--- src/rtl/duckhunt_fire_pkg.sv ---
// Shared definitions for the firing controller and the datapath.
// Contents: datapath control encodings, firing FSM state type and the
// state-to-control decode used by the controller.
package duckhunt_fire_pkg;

  localparam logic [2:0] CTRL_RELOAD = 3'b000;
  localparam logic [2:0] CTRL_HOLD   = 3'b001;
  localparam logic [2:0] CTRL_SHOT   = 3'b011;

  typedef enum logic [1:0] {
    READY,
    SHOT,
    COOLDOWN,
    WAIT_RELEASE
  } fire_state_t;

  function automatic logic [2:0] ctrl_decode(input fire_state_t s);
    case (s)
      READY:   return CTRL_RELOAD;
      SHOT:    return CTRL_SHOT;
      default: return CTRL_HOLD;
    endcase
  endfunction

endpackage

--- src/rtl/trigger_debounce.sv ---
// Trigger input conditioning: 2-flop synchroniser, debouncer and press pulse.
// Ports:
//   clk       in   system clock
//   reset_n   in   asynchronous active-low reset
//   trigger_n in   raw active-low push-button, asynchronous to clk
//   pressed   out  debounced level, 1 = button held
//   press     out  1-cycle pulse, coincident with the released->pressed flip
module trigger_debounce
  import duckhunt_fire_pkg::*;
#(
  parameter int unsigned DEBOUNCE_CYCLES = 500000
) (
  input  logic clk,
  input  logic reset_n,
  input  logic trigger_n,
  output logic pressed,
  output logic press
);

  localparam int unsigned CW = $clog2(DEBOUNCE_CYCLES + 1);

  logic          sync_q1;
  logic          sync_q2;
  logic          level_n;
  logic [CW-1:0] cnt;
  logic          flip;

  // Synced level has differed from the debounced level for DEBOUNCE_CYCLES
  // consecutive cycles; the level flips on the coming edge.
  assign flip    = (sync_q2 != level_n) && (cnt == CW'(DEBOUNCE_CYCLES - 1));
  assign press   = flip & ~sync_q2;
  assign pressed = ~level_n;

  always_ff @(posedge clk or negedge reset_n) begin
    if (!reset_n) begin
      sync_q1 <= 1'b1;
      sync_q2 <= 1'b1;
      level_n <= 1'b1;
      cnt     <= '0;
    end else begin
      sync_q1 <= trigger_n;
      sync_q2 <= sync_q1;
      if (sync_q2 == level_n) begin
        cnt <= '0;
      end else if (flip) begin
        level_n <= sync_q2;
        cnt     <= '0;
      end else begin
        cnt <= cnt + 1'b1;
      end
    end
  end

endmodule

--- src/rtl/firing_control.sv ---
// Firing controller: turns the trigger button into datapath control codes,
// one SHOT per press, followed by a cooldown and a wait for release.
// Optional build macro: FIRING_CONTROL_AUTOFIRE_EN (held button re-fires
// from WAIT_RELEASE while round_active is high).
// Ports:
//   clk          in   system clock
//   reset_n      in   asynchronous active-low reset
//   trigger_n    in   raw active-low push-button
//   round_active in   shooting allowed
//   leave        in   round-end pulse, synchronous abort to READY
//   control      out  datapath command (RELOAD/HOLD/SHOT)
//   flash        out  muzzle-flash enable
//   armed        out  high only in READY
module firing_control
  import duckhunt_fire_pkg::*;
#(
  parameter int unsigned DEBOUNCE_CYCLES = 500000,
  parameter int unsigned COOLDOWN_CYCLES = 12500000,
  parameter int unsigned FLASH_CYCLES    = 2500000
) (
  input  logic       clk,
  input  logic       reset_n,
  input  logic       trigger_n,
  input  logic       round_active,
  input  logic       leave,
  output logic [2:0] control,
  output logic       flash,
  output logic       armed
);

  localparam int unsigned CCW = $clog2(COOLDOWN_CYCLES + 1);
  localparam int unsigned FCW = $clog2(FLASH_CYCLES + 1);

  fire_state_t    state;
  fire_state_t    state_nx;
  logic [CCW-1:0] cool_cnt;
  logic [FCW-1:0] flash_cnt;
  logic           pressed;
  logic           press;
  logic           cool_done;

  trigger_debounce #(
    .DEBOUNCE_CYCLES(DEBOUNCE_CYCLES)
  ) u_debounce (
    .clk      (clk),
    .reset_n  (reset_n),
    .trigger_n(trigger_n),
    .pressed  (pressed),
    .press    (press)
  );

  assign cool_done = (cool_cnt == CCW'(COOLDOWN_CYCLES - 1));

  always_comb begin
    state_nx = state;
    case (state)
      READY:        if (press) state_nx = round_active ? SHOT : WAIT_RELEASE;
      SHOT:         state_nx = COOLDOWN;
      COOLDOWN:     if (cool_done) state_nx = WAIT_RELEASE;
      WAIT_RELEASE: begin
`ifdef FIRING_CONTROL_AUTOFIRE_EN
        if (!pressed)          state_nx = READY;
        else if (round_active) state_nx = SHOT;
`else
        if (!pressed) state_nx = READY;
`endif
      end
      default:      state_nx = READY;
    endcase
    if (leave) state_nx = READY;
  end

  // Outputs decode the next state so they change with the state register.
  always_ff @(posedge clk or negedge reset_n) begin
    if (!reset_n) begin
      state     <= READY;
      control   <= CTRL_RELOAD;
      flash     <= 1'b0;
      armed     <= 1'b1;
      cool_cnt  <= '0;
      flash_cnt <= '0;
    end else begin
      state   <= state_nx;
      control <= ctrl_decode(state_nx);
      armed   <= (state_nx == READY);

      if (state == COOLDOWN && !cool_done && !leave) cool_cnt <= cool_cnt + 1'b1;
      else                                           cool_cnt <= '0;

      if (leave) begin
        flash     <= 1'b0;
        flash_cnt <= '0;
      end else if (state_nx == SHOT) begin
        flash     <= 1'b1;
        flash_cnt <= FCW'(1);
      end else if (flash) begin
        if (flash_cnt >= FCW'(FLASH_CYCLES)) begin
          flash     <= 1'b0;
          flash_cnt <= '0;
        end else begin
          flash_cnt <= flash_cnt + 1'b1;
        end
      end
    end
  end

endmodule

--- config.mk ---
export PLATFORM = sky130hd
export DESIGN_NAME = firing_control
export DESIGN_NICKNAME = d
export VERILOG_FILES = /design/src/rtl/duckhunt_fire_pkg.sv /design/src/rtl/trigger_debounce.sv /design/src/rtl/firing_control.sv
export SDC_FILE = /design/constraint.sdc
export NUM_CORES = 1
export LEC_CHECK = 0
export ABC_AREA = 1
export BUFFER_PORTS_ARGS = -buffer_cell sky130_fd_sc_hd__buf_2
export CORE_MARGIN = 2
export CORE_UTILIZATION = 55
export CTS_BUF_LIST = sky130_fd_sc_hd__clkbuf_4
export CTS_CLUSTER_SIZE = 16
export DETAILED_ROUTE_END_ITERATION = 8
export PLACE_DENSITY = 0.77
export SYNTH_ARGS = -nofsm -noshare
export SYNTH_HDL_FRONTEND = slang
export SYNTH_SLANG_ARGS = --single-unit
--- constraint.sdc ---
create_clock -name clk -period 4.9 [get_ports clk]
set_clock_uncertainty 0.05 [all_clocks]
set_input_delay 0.49 -clock clk [delete_from_list [all_inputs] [get_ports clk]]
set_output_delay 0.49 -clock clk [all_outputs]
set_load 0.005 [all_outputs]
; Yosys cells after proc, flatten, opt, wreduce, memory -nomap -nowiden
; Cells that the tools add are included.
[word_totals]
ff_bits = 75
in_bits = 5
[op_classes]
n_addsub = 3
magnitude_cmp = 1
eq_ne = 8
mux = 18
bitwise = 3
n_reduce_logical = 9
[ops]
columns = cell, n
row1 = 22-bit 2-to-1 mux, 4
row2 = 19-bit 2-to-1 mux, 2
row3 = "24-bit by 1-bit adder with 24-bit output, second input constant", 1
row4 = "24-bit == test, second input constant", 1
row5 = 24-bit 2-to-1 mux, 1
row6 = "22-bit by 1-bit adder with 22-bit output, second input constant", 1
row7 = "22-bit >= comparator, second input constant", 1
row8 = "19-bit by 1-bit adder with 19-bit output, second input constant", 1
row9 = "19-bit == test, second input constant", 1
row10 = 2-bit 2-to-1 mux, 5
row11 = 2-bit one-hot mux with 4 select lines, 1
row12 = "2-bit by 1-bit == test with 1-bit output, second input constant", 2
row13 = "2-bit == test, second input constant", 2
row14 = 2-bit logical NOT, 2
row15 = 1-bit 2-to-1 mux, 4
row16 = 2-bit one-hot mux with 2 select lines, 1
row17 = 1-bit logical AND, 3
row18 = 3-bit nonzero test, 1
row19 = 1-bit logical NOT, 2
row20 = 1-bit inverter, 2
row21 = 2-bit AND reduction, 1
row22 = 1-bit bitwise AND, 1
row23 = 1-bit == test, 1
row24 = 1-bit != test, 1

; Depth between registers and ports, before layout
; Gate-level depths: netlist of the first run.
[logic_depth]
word_depth = 9
mapped_depth = 13

; Hierarchy
; Synthesis of the first run repeated with hierarchy kept, for this count alone.
[unflattened]
cells_unflattened = 640
area_unflattened_um2 = 4531.8
[modules_own_cells]
columns = module, instances, cells_each, area_each_um2, seq_area_each_um2
row1 = firing_control, 1, 469, 3271.9, 1302.5
row2 = trigger_debounce, 1, 171, 1260.0, 554.3

; Worst setup path before layout of the first run
; No wires, ideal clock.
[synth_path]
path_type = reg-to-reg
startpoint = register cool_cnt[0]
endpoint = register flash_cnt[12]
setup_time_ps = 118
arrival_time_ps = 1533
t_required_ps = 4732
setup_slack_ps = 3199
stages_incl_launch_ff = 10
n_path_buf = 1
cell_sequence = dfrtp_1 > ha_1 > nand3_1 > nor2_1 > nand3_2 > a21oi_2 > nand4_4 > buf_6 > nand4_1 > nand2_1
[synth_via]
elab_chain_cells = 7
elab_cells_between_ends = 8
classes_between = eq/ne (2) / mux (5) / reduce/logical (1)
[synth_rtl]
columns = item, line_no
row1 = "start, declared", firing_control.sv:36  ; logic [CCW-1:0] cool_cnt;
row2 = "start signal, assigned", firing_control.sv:87  ; if (state == COOLDOWN && !cool_done && !leave) cool_cnt <= cool_cnt + 1'b1;
row3 = 24-bit == test *, firing_control.sv:52  ; assign cool_done = (cool_cnt == CCW'(COOLDOWN_CYCLES - 1));
row4 = 2-bit 2-to-1 mux *, firing_control.sv:59  ; COOLDOWN: if (cool_done) state_nx = WAIT_RELEASE;
row5 = 2-bit one-hot mux with 4 select lines *, firing_control.sv:56  ; case (state)
row6 = 2-bit 2-to-1 mux *, firing_control.sv:70  ; if (leave) state_nx = READY;
row7 = 2-bit by 1-bit == test with 1-bit output *, firing_control.sv:93  ; end else if (state_nx == SHOT) begin
row8 = 22-bit 2-to-1 mux, firing_control.sv:93
row9 = 22-bit 2-to-1 mux, firing_control.sv:90  ; if (leave) begin
row10 = "end signal, assigned", firing_control.sv:101  ; flash_cnt <= flash_cnt + 1'b1;
row11 = "end, declared", firing_control.sv:37  ; logic [FCW-1:0] flash_cnt;
; Every way passes the cells marked *; elsewhere a longest branch is shown, timed or not.
; A chain may end at the register's enable or synchronous reset.

; Worst setup path after layout of the first run
; Ends and elaborated chain as after synthesis.

==> results of run 1 <==
==> cell families after synthesis <==
kind of cell	after synthesis
and+or+nand+nor	394
DFF	74
other	1
xor gates and xnor gates	31
AOI/OAI and AO/OA	29
buffers and inverters	77
adders and majority gates	4
==> layout by cell type (no fill, tap or decap), types with 2 or more instances in the layout <==
| master | synthesis | final |
|---|---|---|
| nor3_1 | 15 | 15 |
| nor2_4 | 2 | 2 |
| inv_1 | 56 | 56 |
| a21oi_2 | 3 | 3 |
| o21ai_0 | 7 | 7 |
| xnor2_1 | 9 | 9 |
| nand2_2 | 2 | 2 |
| nand4_1 | 39 | 39 |
| or2_2 | 2 | 2 |
| nand2_1 | 140 | 140 |
| ha_1 | 4 | 4 |
| clkinv_2 | 0 | 2 |
| a21oi_1 | 12 | 12 |
| buf_4 | 1 | 2 |
| nand3_1 | 48 | 48 |
| buf_2 | 7 | 7 |
| inv_2 | 4 | 4 |
| nand3_2 | 6 | 6 |
| dfstp_2 | 4 | 4 |
| nor3b_1 | 2 | 2 |
| nor2_2 | 8 | 8 |
| nor4_1 | 3 | 3 |
| a21o_1 | 2 | 2 |
| nor3_2 | 3 | 3 |
| clkbuf_4 | 0 | 10 |
| o21ai_1 | 2 | 2 |
| dfrtp_1 | 70 | 70 |
| xor2_1 | 22 | 22 |
| nor2_1 | 120 | 120 |
==> power by group through the flow <==
stage / logic [mW] / clock network, mW / registers [mW]
detailed placement: 0.0311 / 0 / 0.628
floorplan: 0.0133 / 0 / 0.627
global route: 0.0351 / 0.430 / 0.617
CTS: 0.0311 / 0.402 / 0.616
global placement: 0.0298 / 0 / 0.628
finish: 0.0299 / 0.389 / 0.616
==> worst max-delay path by stage <==
stage           startpoint            end  slack, ns  depth (start not counted)
4_1_cts        cool_cnt[0]  flash_cnt[12]       2.59                          8
2_1_floorplan  cool_cnt[0]  flash_cnt[12]       3.20                          9
3_5_place_dp         leave   flash_cnt[3]       2.57                          5
3_3_place_gp         leave  flash_cnt[19]       2.67                          5
6_report       cool_cnt[0]  flash_cnt[12]       2.61                          8
5_1_grt        cool_cnt[0]   flash_cnt[2]       2.38                          8
==> metrics by stage <==
stage,setup WS [ns],cell area (µm²),util
after floorplan,3.20,4490,-
after global placement,2.67,4570,0.585
after detailed placement,2.57,4570,0.585
after CTS,2.59,4710,0.603
after global routing,2.38,4710,0.603
final,2.61,4710,0.603
==> state kept, by name (all words and copies together) (netlist names) <==
name / count
flash_cnt: 22
u_debounce.sync_q2: 1
u_debounce.cnt: 19
armed: 1
u_debounce.level_n: 1
u_debounce.sync_q1: 1
cool_cnt: 24
control: 2
state: 2
flash: 1
==> critical path: stages (launching register included) <==
cell     delay [ns]
dfrtp_1        0.47
ha_1           0.23
nand3_1        0.14
nor2_1         0.18
nand3_2        0.13
a21oi_2        0.20
nand4_4        0.47
nand4_1        0.23
nand2_1        0.08
==> cell type report <==
cell class	count	area, µm²	share of cell area
well taps	102	128	0.0271
repair buffers	9	50.0	0.0106
multi-input cells	459	2310	0.490
clock inverters	6	65.1	0.0138
flip-flops and latches	74	1860	0.394
inverters	61	229	0.0486
clock buffers	10	75.1	0.0159
==> per-layer routing <==
| metal | share of wire | wire, µm | track usage |
|---|---|---|---|
| met3 | 0.034 | 316 | 0.0519 |
| met1 | 0.47 | 4380 | 0.315 |
| met4 | 0.021 | 199 | 0.0737 |
| met5 | 0 | 0 | 0 |
| met2 | 0.48 | 4440 | 0.402 |
==> impl_results.md, run 1 <==
* Outcome: completed
* Initial antenna violation count at 0
* Worst Hold Class: in2async
* Fmax at 0.437 GHz
* Pleak at 2.01 nW
* Max cap viols at 0
* DRT Pass-1 Iters at 5
* Pint at 0.781 mW
* DRT iter0 DRCs at 185
* Actual slew at the worst max-slew pin at 0.906 ns
* Synth cell types at 39
* Die Y at 94.4 µm
* Core area at 7810 µm²
* Register-to-Register Setup Slack at 2.61 ns
* Port Buffer Count at 8
* RSZ-0062 raised after global routing: false
* YS warnings at 0
* Compound-cell area share of the yosys netlist at 0.0381
* Hold Fails Final Rpt at 0
* Gate power share at 0.029
* Fin. max-slew vios at 0
* Antenna diodes at 0
* Seq pwr share at 0.595
* Post-synth EDFFs at 0
* Vias in the first global route at 3,833
* CP Capture Type: flip-flop
* Area Overhead vs Synth at 4.79%
* Number of synthesized register bits at 74
* Async SR Flop Fraction at 1.00
* DR WL/cell at 12.9 µm
* Worst reg2reg endpoint: flash_cnt[12]
* CTS H-tree lvls at 3
* Cells after synthesis at 610
* Largest net degree at the start of global routing at 75
* Die span in x at 94.4 µm
* Setup TNS at 0 ns
* Clk pwr share at 0.376
* Drt drc at 0
* Seq/Total Area, Yosys at 0.413
* CTS Buffer Depth at 2
* Critical path peak fanout at 44
* Xor and xnor area share after synthesis at 0.0604
* Overall Global Routing Usage at 0.241
* Post-Syn Area at 4490 µm²
* Peak VDD IR at 0.133 mV
* Largest family of logic cells by synthesized area: simple AND/OR/NAND/NOR gates
* Io pins at 10
* Startpoint types: flip-flop
* Count leader, synth: nand2_1
* Final period utilization at 0.467
* Worst R2R Start: cool_cnt[0]
* Initial Utilization at 0.576
* # hold bufs at CTS at 0
* Synth Area in Adders at 0.0111
* Crit path kind: reg2reg
* Syn nets at 619
* Avg Inst Size Synth at 7.37 µm²
* Worst-path clk slew at 0.13 ns
* R2R depth at 8
* Worst Path Required at 5.16 ns
* Fin cells at 721
* Fin crit period at 2.29 ns
* Hold WS at 0.106 ns
* Post-synthesis mux area share at 0
* Largest cells by area after synthesis: dfrtp_1, nand2_1, nor2_1
* Count of final setup violators at 0
* Pwr Total at 1.04 mW
* Vias at 3,912
* GRT overflow at 0
* Setup Fix Bufs, Post-CTS at 0
* CTS tree: done
* Ys flop type: dfrtp_1
* Post-synth top cells: nand2_1, nor2_1, dfrtp_1, inv_1, nand3_1
* CTS Root Cell: clkbuf_4
* Num CTS Buffers at 9
* Simple-gate area share of the yosys netlist at 0.403
* Final WL at 9.34 mm
* ANT nets after route at 0
* Nets at 623
* CTS sink cnt at 74
* Switch share at 0.245
* Fill cell count at 734
* Inst Count DP at 705
* PwrDens at 220 nW/µm²
* Cts repair resizes at 0
* Latest clock arrival within the worst-skew pair at 0.43 ns
* Drt via density at 5.43
* Share of layout cells above drive strength 1 at 0.102
* Hpwl dp at 6.60 mm
* Top cell type's share of synthesized area at 0.390
* Rows at 32
* Top cell type by total area after synthesis: dfrtp_1
* First-pass GRT wire length at 17.2 mm
* Switching pwr at 0.254 mW
* Die area at 8910 µm²
* Routability cong. at 0.895
* Worst slew margin at 0.396
* CP arrival at 2.55 ns
No activity file was read; power rests on OpenSTA's default activity.
==> run 2: changes to the inputs <==
Clock period 4.9 ns to 2.4 ns, I/O delays scaled along.
==> impl_results.md, run 2 (synthesis gave the netlist of run 1 again) <==
* Outcome: completed
* Dpl cell area at 4620 µm²
* Fmax at 0.491 GHz
* DRT Pass-1 Iters at 8
* Worst-path clk slew at 0.11 ns
* Core area at 7810 µm²
* Most common cell after layout, fill and taps aside: nand2_1
* Largest net degree at the start of global routing at 75
* PwrDens at 410 nW/µm²
* CTS Root Cell: clkbuf_4
* Switching pwr at 0.470 mW
* Max FFs per register at 24
* CTS Buffer Depth at 2
* RSZ-0062 raised after global routing: false
* Setup TNS at 0 ns
* DRT iter0 DRCs at 163
* Multi-input logic area at 2310 µm²
* CTS tree: done
* Crit path kind: reg2reg
* Latest clock arrival within the worst-skew pair at 0.41 ns
* Drt drc at 0
* Setup Fix Bufs, Post-CTS at 0
* Fin. max-slew vios at 0
* Max cap viols at 0
* CP Capture Type: flip-flop
* Area Overhead vs Synth at 5.65%
* Vias in the first global route at 3,930
* Fin area at 4750 µm²
* Overall Global Routing Usage at 0.239
* Worst slew margin at 0.403
* Nets at 633
* Peak VDD IR at 0.176 mV
* Vias at 4,013
* ANT nets after route at 0
* DR WL/cell at 13.0 µm
* Final period utilization at 0.849
* Num CTS Buffers at 9
* CTS H-tree lvls at 3
* Reg with most FFs: cool_cnt
* CP arrival at 2.29 ns
* Initial Utilization at 0.576
* Routability cong. at 0.995
* Drt via density at 5.50
* Worst Path Required at 2.65 ns
* Initial antenna violation count at 0
* Sequential Area at 1860 µm²
* Hold Fails Final Rpt at 0
* Fill cell count at 706
* Hold WS at 0.270 ns
* Switch share at 0.242
* Top flop regs: cool_cnt x24, flash_cnt x22, u_debounce.cnt x19
* Port Buffer Count at 8
* Rows at 32
* Antenna diodes at 0
* First-pass GRT wire length at 17.0 mm
* Clk pwr share at 0.319
* Share of layout cells above drive strength 1 at 0.107
* Io pins at 10
* CTS sink cnt at 74
* GRT overflow at 0
* Hpwl dp at 6.88 mm
* Die Y at 94.4 µm
* Count of final setup violators at 0
* Pint at 1.48 mW
* Actual slew at the worst max-slew pin at 0.895 ns
* Startpoint types: flip-flop
* Gate power share at 0.035
* Most frequent cells in the layout: nand2_1, nor2_1, dfrtp_1, inv_1, nand3_1
* Final WL at 9.51 mm
* Pleak at 2.04 nW
* Seq pwr share at 0.647
* Die span in x at 94.4 µm
* Worst Hold Class: in2reg
* Critical path peak fanout at 44
* Die area at 8910 µm²
* Fin crit period at 2.04 ns
[run 2: cell count changes in the layout (fill, tap and decap cells not counted)]
cell | before | now
buf_4 | 2 | 9
bufinv_16 | 1 | 0
clkinv_1 | 1 | 2
clkinv_4 | 1 | 0
dlygate4sd3_1 | 0 | 3
inv_6 | 1 | 0
[run 2: worst paths after layout]
check / start / end / slack [ns] / depth (start not counted)
worst min register to register: u_debounce.sync_q1 / u_debounce.sync_q2 / 0.32 / 0
min in group asynchronous: reset_n / cool_cnt[23] / 0.42 / 2
worst min-delay path: round_active / state[1] / 0.27 / 4
worst max register to register: cool_cnt[0] / flash_cnt[3] / 0.36 / 9
max in group asynchronous: reset_n / flash_cnt[4] / 1.27 / 2
worst max-delay path: cool_cnt[0] / flash_cnt[3] / 0.36 / 9
[run 2: through the flow]
| stage | total power, mW | instances | util | setup WS, ns |
|---|---|---|---|---|
| 2_1_floorplan | 1.31 | 610 | - | 0.699 |
| 3_3_place_gp | 1.35 | 712 | 0.592 | 0.515 |
| 3_5_place_dp | 1.35 | 712 | 0.592 | 0.386 |
| 4_1_cts | 1.98 | 729 | 0.608 | 0.373 |
| 5_1_grt | 2.04 | 729 | 0.608 | 0.186 |
| 6_report | 1.95 | 729 | 0.608 | 0.361 |
[run 2: timing repair]
action,CTS,global route
resized for setup,0,0
endpoints found under the hold margin,72,0
hold buffers,3,0
[run 2: cell type report]
class	count	area share
tap	102	0.0269
clock buffer	10	0.0158
timing repair buffer	19	0.0279
sequential	74	0.391
inverter	61	0.0482
clock inverter	4	0.00448
multi-input combinational	459	0.486
[run 2: per-layer routing]
layer | share of wire | vias up | track usage | routed length [µm]
li1 | - | 1993 | - | -
met1 | 0.45 | 1911 | 0.296 | 4280
met2 | 0.49 | 91 | 0.407 | 4700
met3 | 0.039 | 18 | 0.0447 | 373
met4 | 0.017 | 0 | 0.107 | 161
met5 | 0 | - | 0 | 0
[run 2: worst max-delay path: stages (launching register included)]
cell     delay, ns
dfrtp_1       0.48
ha_1          0.23
nand3_1       0.14
nor2_1        0.16
nand3_2       0.11
a21oi_2       0.21
nand4_4       0.08
buf_4         0.27
nand4_1       0.12
nand2_1       0.05
[run 2: power by group through the flow]
stage,clock network (mW),registers [mW],logic [mW]
floorplan,0,1.28,0.0272
global placement,0,1.28,0.0633
detailed placement,0,1.28,0.0656
CTS,0.648,1.26,0.0696
global route,0.700,1.26,0.0787
finish,0.620,1.26,0.0673
==> run 3: changes to the inputs <==
Clock period 2.4 ns to 2 ns, I/O delays scaled along.
==> impl_results.md, run 3 (synthesis gave the netlist of run 1 again) <==
* Hold Fails Final Rpt at 0
* GRT overflow at 0
* Final core occ at 0.626
* Fill cell count at 687
* Outcome: completed
* Fin crit period at 1.86 ns
* R2R depth at 10
* Die area at 8910 µm²
* Setup TNS at 0 ns
* Most frequent cells in the layout: nand2_1, nor2_1, dfrtp_1, inv_1, nand3_1
* Hold WS at 0.177 ns
* Hpwl dp at 7.19 mm
* Top flop regs: cool_cnt x24, flash_cnt x22, u_debounce.cnt x19
* DR WL/cell at 13.5 µm
* Latest clock arrival within the worst-skew pair at 0.43 ns
* Worst-path clk slew at 0.12 ns
* Global-route track usage on met3 at 0.0511
* CP Capture Type: flip-flop
* Die span in x at 94.4 µm
* Fmax at 0.538 GHz
* Peak VDD IR at 0.357 mV
* Core area at 7810 µm²
* CTS Buffer Depth at 2
* Sequential Area at 1860 µm²
* Nets at 641
* CTS sink cnt at 74
* Inst Count DP at 718
* Most common cell after layout, fill and taps aside: nand2_1
* DRT Pass-1 Iters at 5
* Pwr Total at 2.49 mW
* Gr busiest metal: met2
* Reg with most FFs: cool_cnt
* DRT iter0 DRCs at 199
* Die Y at 94.4 µm
* First-pass GRT wire length at 17.3 mm
* Overall Global Routing Usage at 0.243
* Drt via density at 5.56
* Worst Path Required at 2.27 ns
* PwrDens at 510 nW/µm²
* Initial Utilization at 0.576
* GR Layer Usage met1 at 0.316
* Area Overhead vs Synth at 8.71%
* Fin. max-slew vios at 0
* Rows at 32
* Final period utilization at 0.930
* Startpoint types: flip-flop
* Largest net degree at the start of global routing at 46
* Final WL at 9.97 mm
* Pleak at 2.13 nW
* Vias at 4,100
* Fin cells at 738
* ANT nets after route at 0
* Multi-input logic area at 2330 µm²
* Worst Hold Class: in2async
* Count of final setup violators at 0
* Port Buffer Count at 8
* Max FFs per register at 24
* Vias in the first global route at 3,893
* Antenna diodes at 0
* Io pins at 10
* CTS Root Cell: clkbuf_4
* CP arrival at 2.13 ns
* Share of layout cells above drive strength 1 at 0.123
* Initial antenna violation count at 0
* CTS H-tree lvls at 3
* CTS tree: done
* Num CTS Buffers at 9
* Drt drc at 0
* Crit path kind: reg2reg
* Critical path peak fanout at 3
* Routability cong. at 0.969
* Met2 Track Usage GR at 0.411
* Max cap viols at 0
==> run 3: through the flow <==
stage	area, µm²	worst slack (ns)
floorplan	4490	0.299
global placement	4690	0.203
detailed placement	4690	0.0651
CTS	4850	0.0453
global route	4890	-0.00273
finish	4890	0.140
==> run 3: what timing repair did <==
action	CTS	global route
endpoints found under the hold margin	31	0
setup endpoints to repair	0	3
setup buffers	0	2
resized for setup	0	5
hold buffers	3	0
==> run 3: worst paths after layout <==
| kind | startpoint | to | slack [ns] |
|---|---|---|---|
| worst max-delay path | cool_cnt[1] | cool_cnt[18] | 0.14 |
| worst min-delay path | reset_n | cool_cnt[21] | 0.18 |
| max in group asynchronous | reset_n | u_debounce.level_n | 1.08 |
| worst min register to register | u_debounce.sync_q1 | u_debounce.sync_q2 | 0.29 |
| min in group clk | round_active | state[1] | 0.18 |
| worst max register to register | cool_cnt[1] | cool_cnt[18] | 0.14 |
==> run 3: area by class of cell <==
cell class / count / share of cell area
clock buffers: 9 / 0.0138
multi-input cells: 459 / 0.477
well taps: 102 / 0.0261
flip-flops and latches: 74 / 0.380
clock inverters: 6 / 0.0120
inverters: 61 / 0.0469
repair buffers: 27 / 0.0446
==> run 3: worst max-delay path, cell delays in order (launching register included) <==
cell and delay (ns):
dfrtp_1 0.39, ha_2 0.19, nand2_1 0.08, nor2_2 0.13, nand2_2 0.10, nor3_4 0.24
nand2_2 0.13, nor2_4 0.12, nand3_1 0.10, o21ai_1 0.18, a21oi_1 0.06
==> run 3: layer usage <==
| layer | routed length [µm] | vias to the layer above |
|---|---|---|
| met5 | 0 | - |
| met4 | 146 | 0 |
| met3 | 442 | 16 |
| met2 | 4930 | 104 |
| met1 | 4450 | 1958 |
| li1 | - | 2022 |
==> run 3: where the power goes <==
part	total [mW]	switching [mW]	internal, mW
Sequential	1.51	0.00565	1.50
Clock	0.892	0.526	0.366
Combinational	0.0882	0.0655	0.0227
Total	2.49	0.597	1.89
